===== config.mk =====
export PLATFORM = sky130hd
export DESIGN_NAME = beat_sequencer_flat
export DESIGN_NICKNAME = d
export VERILOG_FILES = /design/src/rtl/beat_pkg.sv /design/src/rtl/beat_sequencer_if.sv /design/src/rtl/digit_counter.sv /design/src/rtl/beat_sequencer.sv /design/src/flat_wrapper.sv
export SDC_FILE = /design/constraint.sdc
export NUM_CORES = 1
export LEC_CHECK = 0
export ABC_AREA = 1
export CAP_MARGIN = 20
export CORE_MARGIN = 4
export CORE_UTILIZATION = 41
export CTS_BUF_LIST = sky130_fd_sc_hd__clkbuf_2
export CTS_CLUSTER_SIZE = 16
export DETAILED_ROUTE_END_ITERATION = 8
export PLACE_DENSITY = 0.76
export SETUP_SLACK_MARGIN = 0.4
export SKIP_LAST_GASP = 1
export SLEW_MARGIN = 10
export SYNTH_ARGS = -nofsm -noshare
export SYNTH_HDL_FRONTEND = slang
export SYNTH_SLANG_ARGS = --single-unit

===== constraint.sdc =====
create_clock -name w_CLK -period 1.5 [get_ports w_CLK]
set_clock_uncertainty 0.1 [all_clocks]
set_input_delay 0.15 -clock w_CLK [delete_from_list [all_inputs] [get_ports w_CLK]]
set_output_delay 0.15 -clock w_CLK [all_outputs]
set_load 0.05 [all_outputs]

===== src/rtl/beat_pkg.sv =====
// Shared definitions for the SSEM beat sequencer: default beat geometry,
// stage and run-state encodings.
package beat_pkg;

    localparam int DEF_WORD_BITS     = 32;
    localparam int DEF_BLACKOUT_BITS = 4;

    function automatic int beatLen(input int wordBits, input int blackoutBits);
        return wordBits + blackoutBits;
    endfunction

    localparam int DEF_BEAT_LEN = beatLen(DEF_WORD_BITS, DEF_BLACKOUT_BITS);
    localparam int DEF_DIGIT_W  = $clog2(DEF_BEAT_LEN);

    typedef enum logic [1:0] {
        SCAN1   = 2'd0,
        ACTION1 = 2'd1,
        SCAN2   = 2'd2,
        ACTION2 = 2'd3
    } stage_t;

    typedef enum logic [1:0] {
        STOPPED = 2'd0,
        RUNNING = 2'd1,
        SINGLE  = 2'd2
    } run_t;

endpackage


===== src/rtl/beat_sequencer_if.sv =====
// Control-panel and waveform bundle of the beat sequencer. The master side is
// the operator/staticisor, the slave side is the sequencer itself.
interface beat_sequencer_if
    import beat_pkg::*;
#(
    parameter int DIGIT_W = DEF_DIGIT_W
);

    logic               w_RUN_SWITCH;
    logic               w_KC;
    logic               w_STOP_INSTR;
    logic [DIGIT_W-1:0] w_DIGIT;
    logic               w_BLACKOUT;
    logic [1:0]         w_STAGE;
    logic               w_PARA_ACTION_WF;
    logic               w_ACTION_PARA_WF;
    logic               w_INSTR_GATE;
    logic               w_ACTION_TRIGGER;
    logic               w_RUNNING;

    modport master (
        output w_RUN_SWITCH, w_KC, w_STOP_INSTR,
        input  w_DIGIT, w_BLACKOUT, w_STAGE, w_PARA_ACTION_WF, w_ACTION_PARA_WF,
               w_INSTR_GATE, w_ACTION_TRIGGER, w_RUNNING
    );

    modport slave (
        input  w_RUN_SWITCH, w_KC, w_STOP_INSTR,
        output w_DIGIT, w_BLACKOUT, w_STAGE, w_PARA_ACTION_WF, w_ACTION_PARA_WF,
               w_INSTR_GATE, w_ACTION_TRIGGER, w_RUNNING
    );

endinterface


===== src/rtl/digit_counter.sv =====
// Free-running modulo-BEAT_LEN digit counter; flags the blackout digits and
// the last digit of the beat (the beat boundary).
module digit_counter
    import beat_pkg::*;
#(
    parameter  int WORD_BITS     = DEF_WORD_BITS,
    parameter  int BLACKOUT_BITS = DEF_BLACKOUT_BITS,
    localparam int BEAT_LEN      = beatLen(WORD_BITS, BLACKOUT_BITS),
    localparam int DIGIT_W       = $clog2(BEAT_LEN)
) (
    input  logic               clk,
    input  logic               rst,
    output logic [DIGIT_W-1:0] o_digit,
    output logic               o_blackout,
    output logic               o_boundary
);

    logic [DIGIT_W-1:0] r_count;
    logic               w_atEnd;

    assign w_atEnd = (r_count == DIGIT_W'(BEAT_LEN - 1));

    always_ff @(posedge clk or posedge rst) begin
        if (rst) begin
            r_count <= '0;
        end else if (w_atEnd) begin
            r_count <= '0;
        end else begin
            r_count <= r_count + DIGIT_W'(1);
        end
    end

    assign o_digit    = r_count;
    assign o_blackout = (r_count >= DIGIT_W'(WORD_BITS));
    assign o_boundary = w_atEnd;

endmodule


===== src/rtl/beat_sequencer.sv =====
// SSEM master timing: steps each instruction through SCAN1/ACTION1/SCAN2/ACTION2,
// handles stop/run, single-shot (KC) and halting on a decoded STOP instruction.
module beat_sequencer
    import beat_pkg::*;
#(
    parameter int WORD_BITS     = DEF_WORD_BITS,
    parameter int BLACKOUT_BITS = DEF_BLACKOUT_BITS
) (
    input  logic            w_CLK,
    input  logic            w_RST,
    beat_sequencer_if.slave bus
);

    localparam int BEAT_LEN = beatLen(WORD_BITS, BLACKOUT_BITS);
    localparam int DIGIT_W  = $clog2(BEAT_LEN);

    logic [DIGIT_W-1:0] w_digit;
    logic               w_blackout;
    logic               w_boundary;

    run_t   r_state, w_stateNext;
    stage_t r_stage, w_stageNext;
    logic   r_halt, w_haltNext;
    logic   r_pend, w_pendNext;
    logic   r_kcPrev;
    logic   w_kcRise;
    logic   w_instrEnd;

    digit_counter #(
        .WORD_BITS     (WORD_BITS),
        .BLACKOUT_BITS (BLACKOUT_BITS)
    ) u_digitCounter (
        .clk        (w_CLK),
        .rst        (w_RST),
        .o_digit    (w_digit),
        .o_blackout (w_blackout),
        .o_boundary (w_boundary)
    );

    assign w_kcRise   = bus.w_KC & ~r_kcPrev;
    assign w_instrEnd = w_boundary && (r_stage == ACTION2) && (r_state != STOPPED);

    always_ff @(posedge w_CLK or posedge w_RST) begin
        if (w_RST) begin
            r_state  <= STOPPED;
            r_stage  <= SCAN1;
            r_halt   <= 1'b1;
            r_pend   <= 1'b0;
            r_kcPrev <= 1'b0;
        end else begin
            r_state  <= w_stateNext;
            r_stage  <= w_stageNext;
            r_halt   <= w_haltNext;
            r_pend   <= w_pendNext;
            r_kcPrev <= bus.w_KC;
        end
    end

    // Run state and stage only move at the beat boundary; an instruction always completes.
    always_comb begin
        w_stateNext = r_state;
        w_stageNext = r_stage;
        w_haltNext  = r_halt;
        w_pendNext  = r_pend;

        case (r_state)
            STOPPED: begin
                w_stageNext = SCAN1;
                if (w_boundary) begin
                    if (bus.w_RUN_SWITCH && !r_halt) begin
                        w_stateNext = RUNNING;
                    end else if (r_pend) begin
                        w_stateNext = SINGLE;
                    end
                end
            end
            RUNNING: begin
                if (w_boundary) begin
                    w_stageNext = stage_t'(r_stage + 2'd1);
                    if (w_instrEnd && (bus.w_STOP_INSTR || !bus.w_RUN_SWITCH)) begin
                        w_stateNext = STOPPED;
                    end
                end
            end
            SINGLE: begin
                if (w_boundary) begin
                    w_stageNext = stage_t'(r_stage + 2'd1);
                    if (w_instrEnd) begin
                        w_stateNext = STOPPED;
                    end
                end
            end
            default: begin
                w_stateNext = STOPPED;
                w_stageNext = SCAN1;
            end
        endcase

        // Switch low wins over a simultaneous STOP, so the operator can always restart.
        if (w_instrEnd && bus.w_STOP_INSTR) begin
            w_haltNext = 1'b1;
        end
        if (!bus.w_RUN_SWITCH) begin
            w_haltNext = 1'b0;
        end

        if (w_kcRise && (r_state == STOPPED) && !bus.w_RUN_SWITCH) begin
            w_pendNext = 1'b1;
        end
        if ((r_state == STOPPED) && (w_stateNext == SINGLE)) begin
            w_pendNext = 1'b0;
        end
    end

    assign bus.w_DIGIT          = w_digit;
    assign bus.w_BLACKOUT       = w_blackout;
    assign bus.w_STAGE          = r_stage;
    assign bus.w_PARA_ACTION_WF = (r_stage == SCAN1) || (r_stage == SCAN2);
    assign bus.w_ACTION_PARA_WF = !((r_stage == SCAN1) || (r_stage == SCAN2));
    assign bus.w_INSTR_GATE     = !((r_stage == ACTION1) && !w_blackout);
    assign bus.w_ACTION_TRIGGER = w_boundary && (r_state != STOPPED) &&
                                  ((r_stage == SCAN1) || (r_stage == SCAN2));
    assign bus.w_RUNNING        = (r_state != STOPPED);

endmodule


===== src/flat_wrapper.sv =====
// flat-port wrapper written by rule: the top's interface ports become plain ports
module beat_sequencer_flat import beat_pkg::*;
#(
    parameter int WORD_BITS     = DEF_WORD_BITS,
    parameter int BLACKOUT_BITS = DEF_BLACKOUT_BITS
)
  (w_CLK, w_RST, bus_w_RUN_SWITCH, bus_w_KC, bus_w_STOP_INSTR, bus_w_DIGIT, bus_w_BLACKOUT, bus_w_STAGE, bus_w_PARA_ACTION_WF, bus_w_ACTION_PARA_WF, bus_w_INSTR_GATE, bus_w_ACTION_TRIGGER, bus_w_RUNNING);
  beat_sequencer_if bus_i ();
  input  logic w_CLK;
  input  logic w_RST;
  input wire logic [$bits(bus_i.w_RUN_SWITCH)-1:0] bus_w_RUN_SWITCH;
  input wire logic [$bits(bus_i.w_KC)-1:0] bus_w_KC;
  input wire logic [$bits(bus_i.w_STOP_INSTR)-1:0] bus_w_STOP_INSTR;
  output wire logic [$bits(bus_i.w_DIGIT)-1:0] bus_w_DIGIT;
  output wire logic [$bits(bus_i.w_BLACKOUT)-1:0] bus_w_BLACKOUT;
  output wire logic [$bits(bus_i.w_STAGE)-1:0] bus_w_STAGE;
  output wire logic [$bits(bus_i.w_PARA_ACTION_WF)-1:0] bus_w_PARA_ACTION_WF;
  output wire logic [$bits(bus_i.w_ACTION_PARA_WF)-1:0] bus_w_ACTION_PARA_WF;
  output wire logic [$bits(bus_i.w_INSTR_GATE)-1:0] bus_w_INSTR_GATE;
  output wire logic [$bits(bus_i.w_ACTION_TRIGGER)-1:0] bus_w_ACTION_TRIGGER;
  output wire logic [$bits(bus_i.w_RUNNING)-1:0] bus_w_RUNNING;
  assign bus_i.w_RUN_SWITCH = bus_w_RUN_SWITCH;
  assign bus_i.w_KC = bus_w_KC;
  assign bus_i.w_STOP_INSTR = bus_w_STOP_INSTR;
  assign bus_w_DIGIT = bus_i.w_DIGIT;
  assign bus_w_BLACKOUT = bus_i.w_BLACKOUT;
  assign bus_w_STAGE = bus_i.w_STAGE;
  assign bus_w_PARA_ACTION_WF = bus_i.w_PARA_ACTION_WF;
  assign bus_w_ACTION_PARA_WF = bus_i.w_ACTION_PARA_WF;
  assign bus_w_INSTR_GATE = bus_i.w_INSTR_GATE;
  assign bus_w_ACTION_TRIGGER = bus_i.w_ACTION_TRIGGER;
  assign bus_w_RUNNING = bus_i.w_RUNNING;
  beat_sequencer #(.WORD_BITS(WORD_BITS), .BLACKOUT_BITS(BLACKOUT_BITS)) u_core (.w_CLK(w_CLK), .w_RST(w_RST), .bus(bus_i));
endmodule

==> impl_metrics.py, run 1 <==
metrics = {
    "outcome": {
        "status": "aborted with a tool error",
        "stop_stage": "global routing (5_1_grt)",
        "tool.error": "[ERROR DPL-0033] detailed placement checks failed during check placement.",
    },
    "clock_network": {
        "cts.sinks": 13,
        "hold_buffers": 0,
        "cts_inserted_buffers": 3,
        "clock-root-buffer": "clkbuf_2",
        "cts_buffer_depth": 2,
        "htree_levels": 1,
    },
    "sta": {
        "crit_endpoint": "bus_w_PARA_ACTION_WF",
        "worst-ep-kind": "top-level output",
    },
    "synth": {
        "synth_nets": 103,
        "synth.distinct_cells": 22,
        "yosysWarningCount": 0,
        "synth_seq_cells": 13,
        "syn-cell-area_um2": 779.5,
        "syn_avg_cell_area_um2": 8.858,
        "synth_cells": 88,
        "synth-seq-area-share_pct": 41.89,
    },
    "floorplan": {
        "io_pins": 19,
        "start_util_pct": 44.18,
        "die_h_um": 51.60,
        "num_rows": 15,
        "die_w_um": 51.60,
    },
    "place": {
        "gp_congestion": 0.7769,
        "numPortBuffers": 18,
        "dp_hpwl_um": 1492,
    },
    "global_routing": {
        "grt_start_max_net_pins": 14,
        "grt_antenna_before_repair": 0,
    },
}
==> repair_timing <==
action,in CTS
endpoints found under the setup margin,24
setup buffers,14
resized for setup,26
pin swaps,9
==> Yosys cell counts <==
master / number / area, µm²
nor3_1: 2 / 10.01
nor2_1: 10 / 37.54
or2_1: 1 / 6.260
ha_1: 10 / 125.1
nor2_4: 1 / 11.26
nand4_2: 2 / 25.02
dfstp_2: 1 / 26.28
or2_2: 1 / 6.260
inv_1: 17 / 63.81
nor3b_1: 1 / 7.510
nand3_1: 4 / 20.02
a21oi_1: 5 / 25.02
o21ai_0: 4 / 20.02
nand2_2: 2 / 12.51
buf_2: 1 / 5.000
nand4_1: 1 / 6.260
xor2_1: 2 / 17.52
nor2_2: 2 / 12.51
a31oi_1: 1 / 6.260
dfrtp_1: 12 / 300.3
nand2_1: 7 / 26.28
a21oi_2: 1 / 8.760
==> logic make-up after synthesis <==
family	synth area share, %
XOR/XNOR	2.248
buffers and inverters	8.827
flip-flops	41.89
AO/OA/AOI/OAI	7.705
adder cells (fa/ha/maj)	16.05
AND/OR/NAND/NOR	23.28
==> metrics by stage <==
stage | instances | util, % | setup TNS [ns] | area, µm² | worst slack [ns]
global placement | 140 | 74.33 | -0.01237 | 1311 | -0.01237
detailed placement | 140 | 74.33 | -0.07569 | 1311 | -0.07569
floorplan | 88 | - | -0.6358 | 904.6 | -0.2928
CTS | 158 | 87.52 | -0.6258 | 1544 | -0.1756
==> run 2, diff against run 1 <==
--- a/config.mk
+++ b/config.mk
@@ -7,13 +7,10 @@
 export LEC_CHECK = 0
 export ABC_AREA = 1
 export CAP_MARGIN = 20
-export CORE_MARGIN = 4
-export CORE_UTILIZATION = 41
-export CTS_BUF_LIST = sky130_fd_sc_hd__clkbuf_2
-export CTS_CLUSTER_SIZE = 16
+export CORE_AREA = 4 4 65 67
 export DETAILED_ROUTE_END_ITERATION = 8
-export PLACE_DENSITY = 0.76
-export SETUP_SLACK_MARGIN = 0.4
+export DIE_AREA = 0 0 69 71
+export PLACE_DENSITY_LB_ADDON = 0.15
 export SKIP_LAST_GASP = 1
 export SLEW_MARGIN = 10
 export SYNTH_ARGS = -nofsm -noshare
==> constraint.sdc (replaced) <==
create_clock -name w_CLK -period 2 [get_ports w_CLK]
set_clock_uncertainty 0.1 [all_clocks]
set_input_delay 0.2 -clock w_CLK [delete_from_list [all_inputs] [get_ports w_CLK]]
set_output_delay 0.2 -clock w_CLK [all_outputs]
set_load 0.05 [all_outputs]
==> impl_metrics.py, run 2 <==
metrics = {
    "sta": {
        "worst_pin_slew_ns": 0.5406,
        "whs_ns": 0.2076,
        "post-route-period-util_pct": 93.46,
        "fmax_mhz": 535.0,
        "rsz0062_at_grt": "no",
        "drv_slew": 0,
        "slew_headroom_pct": 63.92,
        "hold_violations": 0,
        "fin_crit_ns": 1.869,
        "setup_viol": 0,
    },
    "floorplan": {
        "num_rows": 22,
        "die-area_um2": 4899,
        "die_w_um": 69,
        "start_util_pct": 21.45,
        "die_h_um": 71,
        "core_area_um2": 3633,
        "io_pins": 19,
    },
    "drt": {
        "vias": 613,
        "firstDrtPassIters": 4,
        "via_per_inst": 3.904,
        "postRouteAntennaNets": 0,
        "routedWlPerCell_um": 10.50,
        "drc_errors": 0,
        "routed_wirelength_um": 1649,
        "first_iter_violations": 20,
    },
    "synth": {
        "synth-seq-area-share_pct": 41.89,
        "async_reset_ff_share_pct": 100.0,
        "yosysMostFrequentCell": "inv_1",
        "synth.distinct_cells": 22,
        "synth_top_cell_by_area": "dfrtp_1",
        "synth_nets": 103,
        "yosysWarningCount": 0,
        "yosys-top-cells-area": "dfrtp_1 (39%), ha_1 (16%), inv_1 (8.2%), nor2_1 (4.8%), dfstp_2 (3.4%)",
        "syn-cell-area_um2": 779.5,
        "syn_avg_cell_area_um2": 8.858,
        "synth_seq_cells": 13,
        "yosysTopAreaCellShare_pct": 38.52,
        "synth_cells": 88,
        "synth_common_cells": "inv_1 (17), dfrtp_1 (12), ha_1 (10), nor2_1 (10), nand2_1 (7)",
        "synth_ff_type": "dfrtp_1",
        "synth_edf_count": 0,
    },
    "final_layout": {
        "largest_reg_flops": 6,
        "fin_area_um2": 1110,
        "final_cell_mix": "inv_1 (17), clkdlybuf4s50_1 (13), dfrtp_1 (12), ha_1 (10), nor2_1 (9)",
        "n_antenna_cell": 0,
        "area_growth_pct": 42.37,
        "drive_gt1_share_pct": 18.35,
        "fin_nets": 125,
        "final_common_cell": "inv_1",
    },
    "place": {
        "dp_hpwl_um": 1311,
        "gp_congestion": 0.7360,
        "numPortBuffers": 18,
        "placed_area_um2": 1065,
    },
    "critical_path": {
        "reg2reg_to": "u_core.r_pend$_DFFE_PP0P_",
        "critPathKind": "reg2out",
        "rr_worst_depth": 8,
        "arrival_ns": 1.57,
        "rrSetupSlack_ns": 0.35,
        "required_ns": 1.70,
        "crit_path_start_kind": "flop",
        "timing.rr.start": "u_core.r_state[0]$_DFF_PP0_",
        "crit_fanout": 7,
        "cp-end-kind": "primary output",
    },
    "clock_network": {
        "cts.sinks": 13,
        "cts_inserted_buffers": 3,
        "post-cts-setup-buffers": 0,
        "cts_buffer_depth": 2,
        "ctsResizeCount": 0,
        "clock_latency_ns": 0.24,
        "cts.clk_slew.worst_paths_ns": 0.06,
        "hold_buffers": 0,
        "htree_levels": 1,
        "clock-root-buffer": "clkbuf_8",
        "cts_tree": "done",
    },
    "flow_run": {
        "maxCapViolCount": 0,
    },
    "power": {
        "p_total_mw": 0.7476,
        "powerDensity_nw_per_um2": 673.7,
        "power.static_leakage_nw": 0.4984,
        "ir_drop_v": 0.0003255,
    },
    "global_routing": {
        "grt_antenna_before_repair": 0,
        "first_global_vias": 607,
        "overflow": 0,
        "grt.total_usage_pct": 7.373,
        "grt_pass1_wl_um": 2911,
        "grt_start_max_net_pins": 14,
    },
    "min_path": {
        "hold_path.class": "in2async",
    },
    "outcome": {
        "status": "complete, no violations",
    },
}
-- run 2: cell counts after synthesis --
Identical to the previous run, type by type.
-- run 2: critical path: stages, from the launching register on --
cell	delay, ns
dfrtp_1	0.40
ha_1	0.25
nand4_2	0.24
nor3_2	0.25
buf_12	0.17
-- run 2: final cells by class --
cell class | count | area, µm²
inverter | 17 | 63.81
multi-input combinational | 57 | 396.6
fill | 407 | 2524
timing repair buffer | 18 | 217.7
clock buffer | 4 | 45.04
sequential | 13 | 326.6
tap | 48 | 60.06
-- run 2: worst max-delay path by stage --
| stage | start | endpoint | slack [ns] | cells after the start |
|---|---|---|---|---|
| after floorplan | u_core.u_digitCounter.o_digit[0]$_DFF_PP0_ | bus_w_ACTION_TRIGGER | -0.11 | 3 |
| after global placement | u_core.u_digitCounter.o_digit[0]$_DFF_PP0_ | u_core.r_state[0]$_DFF_PP0_ | 0.33 | 6 |
| after detailed placement | u_core.r_state[0]$_DFF_PP0_ | u_core.r_pend$_DFFE_PP0P_ | 0.35 | 8 |
| after CTS | u_core.u_digitCounter.o_digit[0]$_DFF_PP0_ | bus_w_ACTION_TRIGGER | 0.09 | 4 |
| after global routing | u_core.u_digitCounter.o_digit[0]$_DFF_PP0_ | bus_w_ACTION_TRIGGER | 0.004 | 4 |
| final | u_core.u_digitCounter.o_digit[0]$_DFF_PP0_ | bus_w_ACTION_TRIGGER | 0.13 | 4 |
-- run 2: where the power goes --
group / leakage, nW / total, mW / internal [mW] / switching (mW)
clock: 0.0228 / 0.236 / 0.141 / 0.0955
sequential: 0.156 / 0.302 / 0.282 / 0.0204
combinational: 0.319 / 0.209 / 0.0906 / 0.119
-- run 2: stage by stage --
stage,TNS [ns],util [%],setup slack [ns],std cells
finish,0,30.54,0.1308,157
floorplan,-0.1092,-,-0.1092,88
global placement,0,29.30,0.3349,153
global route,0,30.54,0.003645,157
CTS,0,30.54,0.09097,157
detailed placement,0,29.30,0.3485,153
-- run 2: logic make-up after synthesis --
| kind of cell | synth area share, % |
|---|---|
| AND/OR/NAND/NOR | 23.28 |
| buffers and inverters | 8.827 |
| flip-flops | 41.89 |
| adder cells (fa/ha/maj) | 16.05 |
| XOR/XNOR | 2.248 |
| AO/OA/AOI/OAI | 7.705 |
-- run 2: routing by layer --
layer / GRT usage (%) / wire (µm)
met1: 9.495 / 807
met2: 10.91 / 710
met3: 4.119 / 117
met4: 1.302 / 13
met5: 0 / 0
(Power assumes the default switching activity.)
==> run 3, diff against run 2 <==
--- a/config.mk
+++ b/config.mk
@@ -10,6 +10,7 @@
 export CORE_AREA = 4 4 65 67
 export DETAILED_ROUTE_END_ITERATION = 8
 export DIE_AREA = 0 0 69 71
+export GPL_ROUTABILITY_DRIVEN = 0
 export PLACE_DENSITY_LB_ADDON = 0.15
 export SKIP_LAST_GASP = 1
 export SLEW_MARGIN = 10
==> results of run 3 <==
Final layout, timing and power as in run 2 (identical DEF).
==> RTL change: new RTL, flow settings as in run 3 <==
Encoding of `run_t`: now one-hot (3 bits for 3 values).
--- a/src/rtl/beat_pkg.sv
+++ b/src/rtl/beat_pkg.sv
@@ -19,10 +19,10 @@
         ACTION2 = 2'd3
     } stage_t;
 
-    typedef enum logic [1:0] {
-        STOPPED = 2'd0,
-        RUNNING = 2'd1,
-        SINGLE  = 2'd2
+    typedef enum logic [2:0] {
+        STOPPED = 3'b001,
+        RUNNING = 3'b010,
+        SINGLE  = 3'b100
     } run_t;
 
 endpackage
Formal check against the unedited RTL: no difference found for any inputs over 10 cycles, from zero or initial values and one cycle with w_RST high; not proved beyond that.
==> RTL change against run 3 <==
Global-route usage increased by 0.39 points. Sequential share of layout area increased by 1.6 points. Core utilization increased by 0.79 points. Sequential cell count increased by 1. Largest cell class unchanged. First-iteration DRC count decreased by 25%. Cell area increased by 2.6%. Critical path type unchanged. Wire length increased by 5.8%. Worst setup slack got worse by 0.0046 ns. Synthesized area increased by 4.2%.
Power is not compared: it rests on default switching activity, and its combinational part moved more than twofold at a synthesized area within 25%.
==> RTL change: results <==
global_routing:
  grt_usage: 0.0776
  grt_pass1_vias: 700
  grt_max_degree: 15
  antenna_found_initial: 0
  grt_pass1_wl_um: 3060
setup_path:
  worstRegToRegCells: 6
  cp.arrival_ns: 1.57
  crit_fanout: 7
  timing.rr.start: "u_core.u_digitCounter.o_digit[0]"
  reg2reg_slack_ns: 0.56
  cp-startpoint: "u_core.u_digitCounter.o_digit[5]"
  r2r-end: "u_core.r_pend"
  cp_top_family: "buffers and inverters"
  worstSetupEndpoint: "bus_w_DIGIT[5]"
  critical_path.slowest_cell: "clkdlybuf4s50_1"
  max_stage_delay_ns: 0.85
outcome:
  outcome: "completed"
placement:
  dp_hpwl_um: 1330
  dpl_cell_area_sq_um: 1090
  portBuffers: 18
  placed_cells: 164
  dpl_worst_slack_ns: 0.288
clocking:
  clkLatencyLatePin_ns: 0.25
  clock-root-buffer: "clkbuf_8"
  htreeDepth: 1
  cts_resized: 0
timing:
  finalCritPeriodShare: 0.937
  fmax_mhz: 534
  maxSlewHeadroom: 0.631
  fin_hold_ws_ns: 0.193
layout:
  fin_nets: 132
  nFillCells: 398
  drive_gt1_frac: 0.175
yosys:
  synth.area.top_cells: "dfrtp_1, inv_1, ha_1"
  synthDistinctLibCells: 19
  seq_area_frac_synth: 0.435
  ys.flop_type: "dfrtp_1"
  synth_warnings: 0
  synthesis.nets: 110
  netlist_instances: 99
  yosysMostFrequentCell: "inv_1"
  synthTopCellsByCount: "inv_1, nand2_1, dfrtp_1, nand3_1, nor2_1"
pwr:
  ir_drop_mv: 0.154
  leakage_nw: 0.541
drt:
  vias: 665
  viasPerCell: 3.96
  wl_per_cell_um: 10.4
  drtIter0Drc: 15
  drtPass1Iterations: 4
-- RTL change: cell count changes in the layout (fill, tap and decap cells not counted), sizes merged, moves of 2 or more --
cell	before	now
inv	17	24
ha	10	6
a21oi	6	4
nand2	9	15
nor2	13	10
nand3	4	12
-- RTL change: layout make-up --
cell class / instances / area (sq um) / area share
sequential: 14 / 353 / 0.310
multi-input combinational: 60 / 380 / 0.334
tap: 48 / 60.1 / 0.0527
timing repair buffer: 18 / 210 / 0.185
clock buffer: 4 / 45.0 / 0.0396
inverter: 24 / 90.1 / 0.0791
-- RTL change: kinds of logic (layout without fill, tap and decap cells) --
| logic type | count (synthesis) | in the layout | synth area share |
|---|---|---|---|
| flip-flops | 14 | 14 | 0.435 |
| AND/OR/NAND/NOR | 43 | 43 | 0.280 |
| buffers and inverters | 25 | 46 | 0.116 |
| adder cells (fa/ha/maj) | 6 | 6 | 0.0924 |
| AO/OA/AOI/OAI | 9 | 9 | 0.0555 |
| XOR/XNOR | 2 | 2 | 0.0216 |
-- RTL change: per-layer routing --
metal | routed length (um) | part of all wire | global-route usage
met1 | 844 | 0.48 | 0.0891
met5 | 0 | 0 | 0
met3 | 69 | 0.040 | 0.0170
met2 | 777 | 0.45 | 0.126
met4 | 53 | 0.030 | 0.0586
-- RTL change: report_power, final --
| part | total, mW | switching (mW) | internal [mW] |
|---|---|---|---|
| clock | 0.250 | 0.109 | 0.141 |
| sequential | 0.297 | 0.00378 | 0.294 |
| combinational | 0.0719 | 0.0470 | 0.0249 |
| total | 0.619 | 0.160 | 0.460 |
-- RTL change: worst register-to-register path: cells and delay by family (launching register included) --
family        cells  cell delay (ns)
fa+ha+maj         1             0.25
buf+inv           1             0.04
flops             1             0.43
simple gates      4             0.52
